`src/rtl/i2s_tx.sv`:
```
// I2S transmitter: gain-shifts and saturates mono samples, then serialises them
// on both channels with locally generated BCLK/LRCLK.
module i2s_tx #(
    parameter int unsigned DATA_WIDTH = 32,
    parameter int unsigned OUT_WIDTH  = 24,
    parameter int unsigned BCLK_DIV   = 4
) (
    input  logic                          clk,
    input  logic                          rst,
    input  logic [DATA_WIDTH-1:0]         sample_in,
    input  logic [$clog2(DATA_WIDTH):0]   gain_shift,
    input  logic                          sample_valid,
    output logic                          sample_ready,
    output logic                          bclk,
    output logic                          lrclk,
    output logic                          sdata,
    output logic                          clip,
    output logic                          underrun
);

    localparam int unsigned DIV_W  = (BCLK_DIV > 1) ? $clog2(BCLK_DIV) : 1;
    localparam int unsigned HEAD_W = DATA_WIDTH - OUT_WIDTH + 1;

    logic [DIV_W-1:0]     div_q, div_d;
    logic                 bclk_q, bclk_d;
    logic                 lrclk_q, lrclk_d;
    logic                 sdata_q, sdata_d;
    logic                 clip_q, clip_d;
    logic                 underrun_q, underrun_d;
    logic                 ready_q, ready_d;
    logic                 hold_full_q, hold_full_d;
    logic [5:0]           bit_cnt_q, bit_cnt_d;
    logic [OUT_WIDTH-1:0] hold_q, hold_d;
    logic [OUT_WIDTH-1:0] frame_q, frame_d;

    logic signed [DATA_WIDTH-1:0] shifted;
    logic [HEAD_W-1:0]            head;
    logic [OUT_WIDTH-1:0]         sat;
    logic                         sat_hit;
    logic                         accept;
    logic                         tick;
    logic                         fall_evt;
    logic                         load;
    logic [31:0]                  word;
    logic [4:0]                   bit_idx;

    always_comb begin
        shifted = $signed(sample_in) >>> gain_shift;
        // The value fits when every bit above the output sign bit matches it.
        head    = shifted[DATA_WIDTH-1:OUT_WIDTH-1];
        sat_hit = !((head == '0) || (head == '1));
        if (!sat_hit) begin
            sat = shifted[OUT_WIDTH-1:0];
        end else if (shifted[DATA_WIDTH-1]) begin
            sat = {1'b1, {(OUT_WIDTH-1){1'b0}}};
        end else begin
            sat = {1'b0, {(OUT_WIDTH-1){1'b1}}};
        end
    end

    always_comb begin
        tick      = (div_q == DIV_W'(BCLK_DIV - 1));
        fall_evt  = tick && bclk_q;
        load      = fall_evt && (bit_cnt_q == 6'd62);
        accept    = sample_valid && ready_q;

        div_d     = tick ? '0 : div_q + DIV_W'(1);
        bclk_d    = tick ? ~bclk_q : bclk_q;
        bit_cnt_d = fall_evt ? bit_cnt_q + 6'd1 : bit_cnt_q;

        hold_d      = hold_q;
        hold_full_d = hold_full_q;
        frame_d     = frame_q;
        if (load && hold_full_q) begin
            frame_d     = hold_q;
            hold_full_d = 1'b0;
        end
        // accept implies holding was empty, so it never collides with the copy above
        if (accept) begin
            hold_d      = sat;
            hold_full_d = 1'b1;
        end

        ready_d    = !hold_full_d;
        clip_d     = accept && sat_hit;
        underrun_d = load && !hold_full_q;

        // Left and right slots both index the word as 31 - (bit_cnt mod 32).
        word    = 32'(frame_q) << (32 - OUT_WIDTH);
        bit_idx = ~bit_cnt_d[4:0];
        lrclk_d = lrclk_q;
        sdata_d = sdata_q;
        if (fall_evt) begin
            lrclk_d = (bit_cnt_d >= 6'd31) && (bit_cnt_d <= 6'd62);
            sdata_d = word[bit_idx];
        end
    end

    always_ff @(posedge clk or posedge rst) begin
        if (rst) begin
            div_q       <= '0;
            bclk_q      <= 1'b0;
            lrclk_q     <= 1'b0;
            sdata_q     <= 1'b0;
            clip_q      <= 1'b0;
            underrun_q  <= 1'b0;
            ready_q     <= 1'b1;
            hold_full_q <= 1'b0;
            bit_cnt_q   <= 6'd62;
            hold_q      <= '0;
            frame_q     <= '0;
        end else begin
            div_q       <= div_d;
            bclk_q      <= bclk_d;
            lrclk_q     <= lrclk_d;
            sdata_q     <= sdata_d;
            clip_q      <= clip_d;
            underrun_q  <= underrun_d;
            ready_q     <= ready_d;
            hold_full_q <= hold_full_d;
            bit_cnt_q   <= bit_cnt_d;
            hold_q      <= hold_d;
            frame_q     <= frame_d;
        end
    end

    assign sample_ready = ready_q;
    assign bclk         = bclk_q;
    assign lrclk        = lrclk_q;
    assign sdata        = sdata_q;
    assign clip         = clip_q;
    assign underrun     = underrun_q;

endmodule

```
`config.mk`:
```
export PLATFORM = sky130hd
export DESIGN_NAME = i2s_tx
export DESIGN_NICKNAME = d
export VERILOG_FILES = /design/src/rtl/i2s_tx.sv
export SDC_FILE = /design/constraint.sdc
export NUM_CORES = 1
export LEC_CHECK = 0
export ABC_AREA = 1
export CORE_MARGIN = 1
export CORE_UTILIZATION = 55
export DETAILED_ROUTE_END_ITERATION = 8
export PLACE_DENSITY = 0.82
export SLEW_MARGIN = 10
export SYNTH_ARGS = -nofsm -noshare
export SYNTH_HDL_FRONTEND = slang
export SYNTH_SLANG_ARGS = --single-unit
```
`constraint.sdc`:
```
create_clock -name clk -period 2.63 [get_ports clk]
set_clock_uncertainty 0.15 [all_clocks]
set_input_delay 0.526 -clock clk [delete_from_list [all_inputs] [get_ports clk]]
set_output_delay 0.526 -clock clk [all_outputs]
set_load 0.02 [all_outputs]
```
==> metrics.cfg <==
[drt]
ant_nets = 0
drt_first_pass_iters = 5
wl_um = 11400
vias = 4707
wl_per_cell_um = 13.7
drt_iter0_drc = 310
drc_errors = 0
vias_per_cell = 5.68

[setup_path]
reg2reg_from = div_q[0]
r2r_slack_ps = 260
cp-start-kind = input port
reg2reg_to = sdata
worstRegToRegCells = 13
cp.required_ps = 2710
cp_max_fo = 11
endpoint_kind = register
crit_type = in -> reg
critPathArrivalTime_ps = 2480

[synth]
async_flop_share = 1.00
syn_area_um2 = 4600
syn_area_per_cell_um2 = 6.93
synth_enable_flop_cells = 0
synth_cell_types = 37
ys_warn_count = 0
synth_flop_cell = dfrtp_1
synth_fa_ha_area_frac = 0.00817
synthXorXnorAreaFrac = 0.00953
ys_seq_elements = 63
syn_nets = 707
syn_inst = 663
synth_compound_area_frac = 0.102
synth.area.mux_share = 0.0427
synth_top_family_by_area = simple AND/OR/NAND/NOR gates
yosysSeqAreaShare = 0.345
synthSimpleGateAreaFrac = 0.410

[hold_path]
holdPathStages = 1
worstHoldStart = div_q[0]
whs_endpoint = div_q[0]
min_path_type = reg -> reg

[floorplanning]
initial_utilization = 0.583
dieArea_um2 = 8730
ios = 47
core_area_um2 = 7890
chipWidth_um = 93.4
std_cell_rows = 32
die_h_um = 93.4

[clock_tree]
cts_max_level = 3
cts_tree = done
cts_buffers = 9
clk_latency_ps = 350
clkSlewWorstSetupHoldPaths_ps = 70
cts.sinks = 63
root_buffer = clkbuf_8
post-cts-setup-buffers = 0
cts_buffer_depth = 2
cts_resized = 0
holdBufCountCts = 0

[place]
place_area_um2 = 5340
gp_congestion = 0.901
portBuffers = 46
dp_hpwl_um = 8770
post-place-ws_ps = -120

[global_routing]
grt.busiest_layer = met2
antenna_found_initial = 0
grt_pass1_vias = 4429
grt_pass1_wl_um = 19500
gr-total-overflow = 0
grt_start_max_net_pins = 34
grt_usage = 0.281
use_met3 = 0.0585
met1_usage = 0.377
grt_use_met2 = 0.458

[power]
p_total_w = 0.00263
p_per_area_nw_per_um2 = 475
cellLeakagePower_nw = 2.67
irDropWorstVdd_v = 0.000288

[finish]
post-route-util = 0.700
antenna_cells = 0
area_growth_pct = 20.2
nets = 766
finalInstanceArea_um2 = 5520
multi_input_area_um2 = 2650
final_layout_size_suffix_gt1_frac = 0.164
regArea_um2 = 1580
fillers = 674

[flow_run]
cap_violations = 0

[sta]
finalHoldViolCount = 0
setup_violations = 0
setup_tns_ps = 0
fin_ws_ps = 231
period_minus_slack_ps = 2400
tightest_slew_ps = 546
max_freq_ghz = 0.417
rsz0062_at_grt = no
period_share = 0.912
maxSlewViolCount = 0
relSlewSlack = 0.636

[run_status]
outcome = completed

## cell usage in the layout, fill, tap and decap left out, types with 2 or more instances in the layout
| cell | Yosys | layout |
|---|---|---|
| nor2_2 | 3 | 4 |
| a21oi_2 | 11 | 11 |
| clkinv_2 | 0 | 2 |
| o21ai_0 | 40 | 40 |
| buf_4 | 3 | 34 |
| nand3_2 | 4 | 4 |
| nor2_1 | 30 | 29 |
| inv_1 | 32 | 31 |
| nand2_1 | 207 | 207 |
| mux2_2 | 13 | 13 |
| mux2i_1 | 5 | 5 |
| ha_1 | 3 | 3 |
| clkbuf_1 | 11 | 2 |
| clkbuf_8 | 0 | 11 |
| clkdlybuf4s50_1 | 0 | 46 |
| nand4_1 | 3 | 3 |
| or2_2 | 8 | 8 |
| nand3_1 | 151 | 151 |
| xor2_1 | 4 | 4 |
| o21ai_1 | 2 | 2 |
| and2_1 | 2 | 2 |
| buf_12 | 1 | 7 |
| nand2_2 | 13 | 13 |
| inv_2 | 1 | 2 |
| dfstp_2 | 6 | 6 |
| o211ai_1 | 11 | 11 |
| a31oi_1 | 2 | 2 |
| dfrtp_1 | 57 | 57 |
| a21oi_1 | 9 | 9 |
## worst max-delay path by stage
stage | startpoint | to | slack [ps] | cells after the start
after global routing | div_q[0] | sdata | 40 | 13
after global placement | gain_shift[0] | hold_q[7] | -70 | 15
after CTS | gain_shift[0] | hold_q[8] | 230 | 15
after detailed placement | gain_shift[0] | hold_q[7] | -120 | 15
final | gain_shift[0] | hold_q[10] | 230 | 14
after floorplan | rst | bclk | 390 | 1
## power by group
| part | switching, W | internal (W) | total [W] |
|---|---|---|---|
| logic | 0.000385 | 0.000306 | 0.000691 |
| clock network | 0.000358 | 0.000391 | 0.000749 |
| registers | 0.0000761 | 0.00111 | 0.00119 |
| total | 0.000820 | 0.00181 | 0.00263 |
## stage by stage
stage	std cells	hold slack [ps]
after floorplan	663	260
after global placement	813	269
after detailed placement	813	299
after CTS	829	308
after global routing	829	317
final	829	296
## area by class of cell
type | instances | area share
clock buffer | 13 | 0.0288
timing repair buffer | 87 | 0.155
inverter | 34 | 0.0245
sequential | 63 | 0.287
tap | 102 | 0.0231
multi-input combinational | 527 | 0.479
clock inverter | 3 | 0.00317
## cell usage after synthesis (5+ instances only)
master / count / area share
dfstp_2: 6 / 0.034
nand3_1: 151 / 0.16
mux2i_1: 5 / 0.011
o21ai_0: 40 / 0.044
a21oi_2: 11 / 0.021
a21oi_1: 9 / 0.0098
buf_2: 13 / 0.014
inv_1: 32 / 0.026
mux2_2: 13 / 0.032
nor2_1: 30 / 0.025
nand2_1: 207 / 0.17
dfrtp_1: 57 / 0.31
nand2_2: 13 / 0.018
buf_1: 5 / 0.0041
or2_2: 8 / 0.011
o211ai_1: 11 / 0.018
clkbuf_1: 11 / 0.0090
## per-layer routing
layer / share of wire / vias up / wire (um)
li1: - / 2333 / -
met2: 0.47 / 129 / 5410
met5: 0 / - / 0
met1: 0.46 / 2228 / 5210
met4: 0.014 / 0 / 158
met3: 0.053 / 17 / 607
## critical path: stages
cell and delay, ps:
clkdlybuf4s50_1 510, buf_12 150, inv_8 50, nand2_1 70, nand3_1 90, nand3_1 110, nand2_1 90, nand2_1 60
nand2_1 100, nor2_1 130, nand3_1 140, a21oi_2 210, buf_12 170, a21oi_1 70
## state kept, by name (all words and copies together), names as in the netlist
| signal | count |
|---|---|
| sample_ready | 1 |
| sdata | 1 |
| div_q | 2 |
| underrun | 1 |
| hold_q | 24 |
| lrclk | 1 |
| bclk | 1 |
| clip | 1 |
| hold_full_q | 1 |
| frame_q | 24 |
| bit_cnt_q | 6 |
## cell families (layout without fill, tap and decap cells)
family                   after synthesis  in the layout
AND/OR/NAND/NOR                      423            423
AO/OA/AOI/OAI                         78             78
buffers and inverters                 73            137
flip-flops                            63             63
multiplexers                          18             18
XOR/XNOR                               5              5
adder cells (fa/ha/maj)                3              3
No activity file was read; power rests on OpenSTA's default activity.
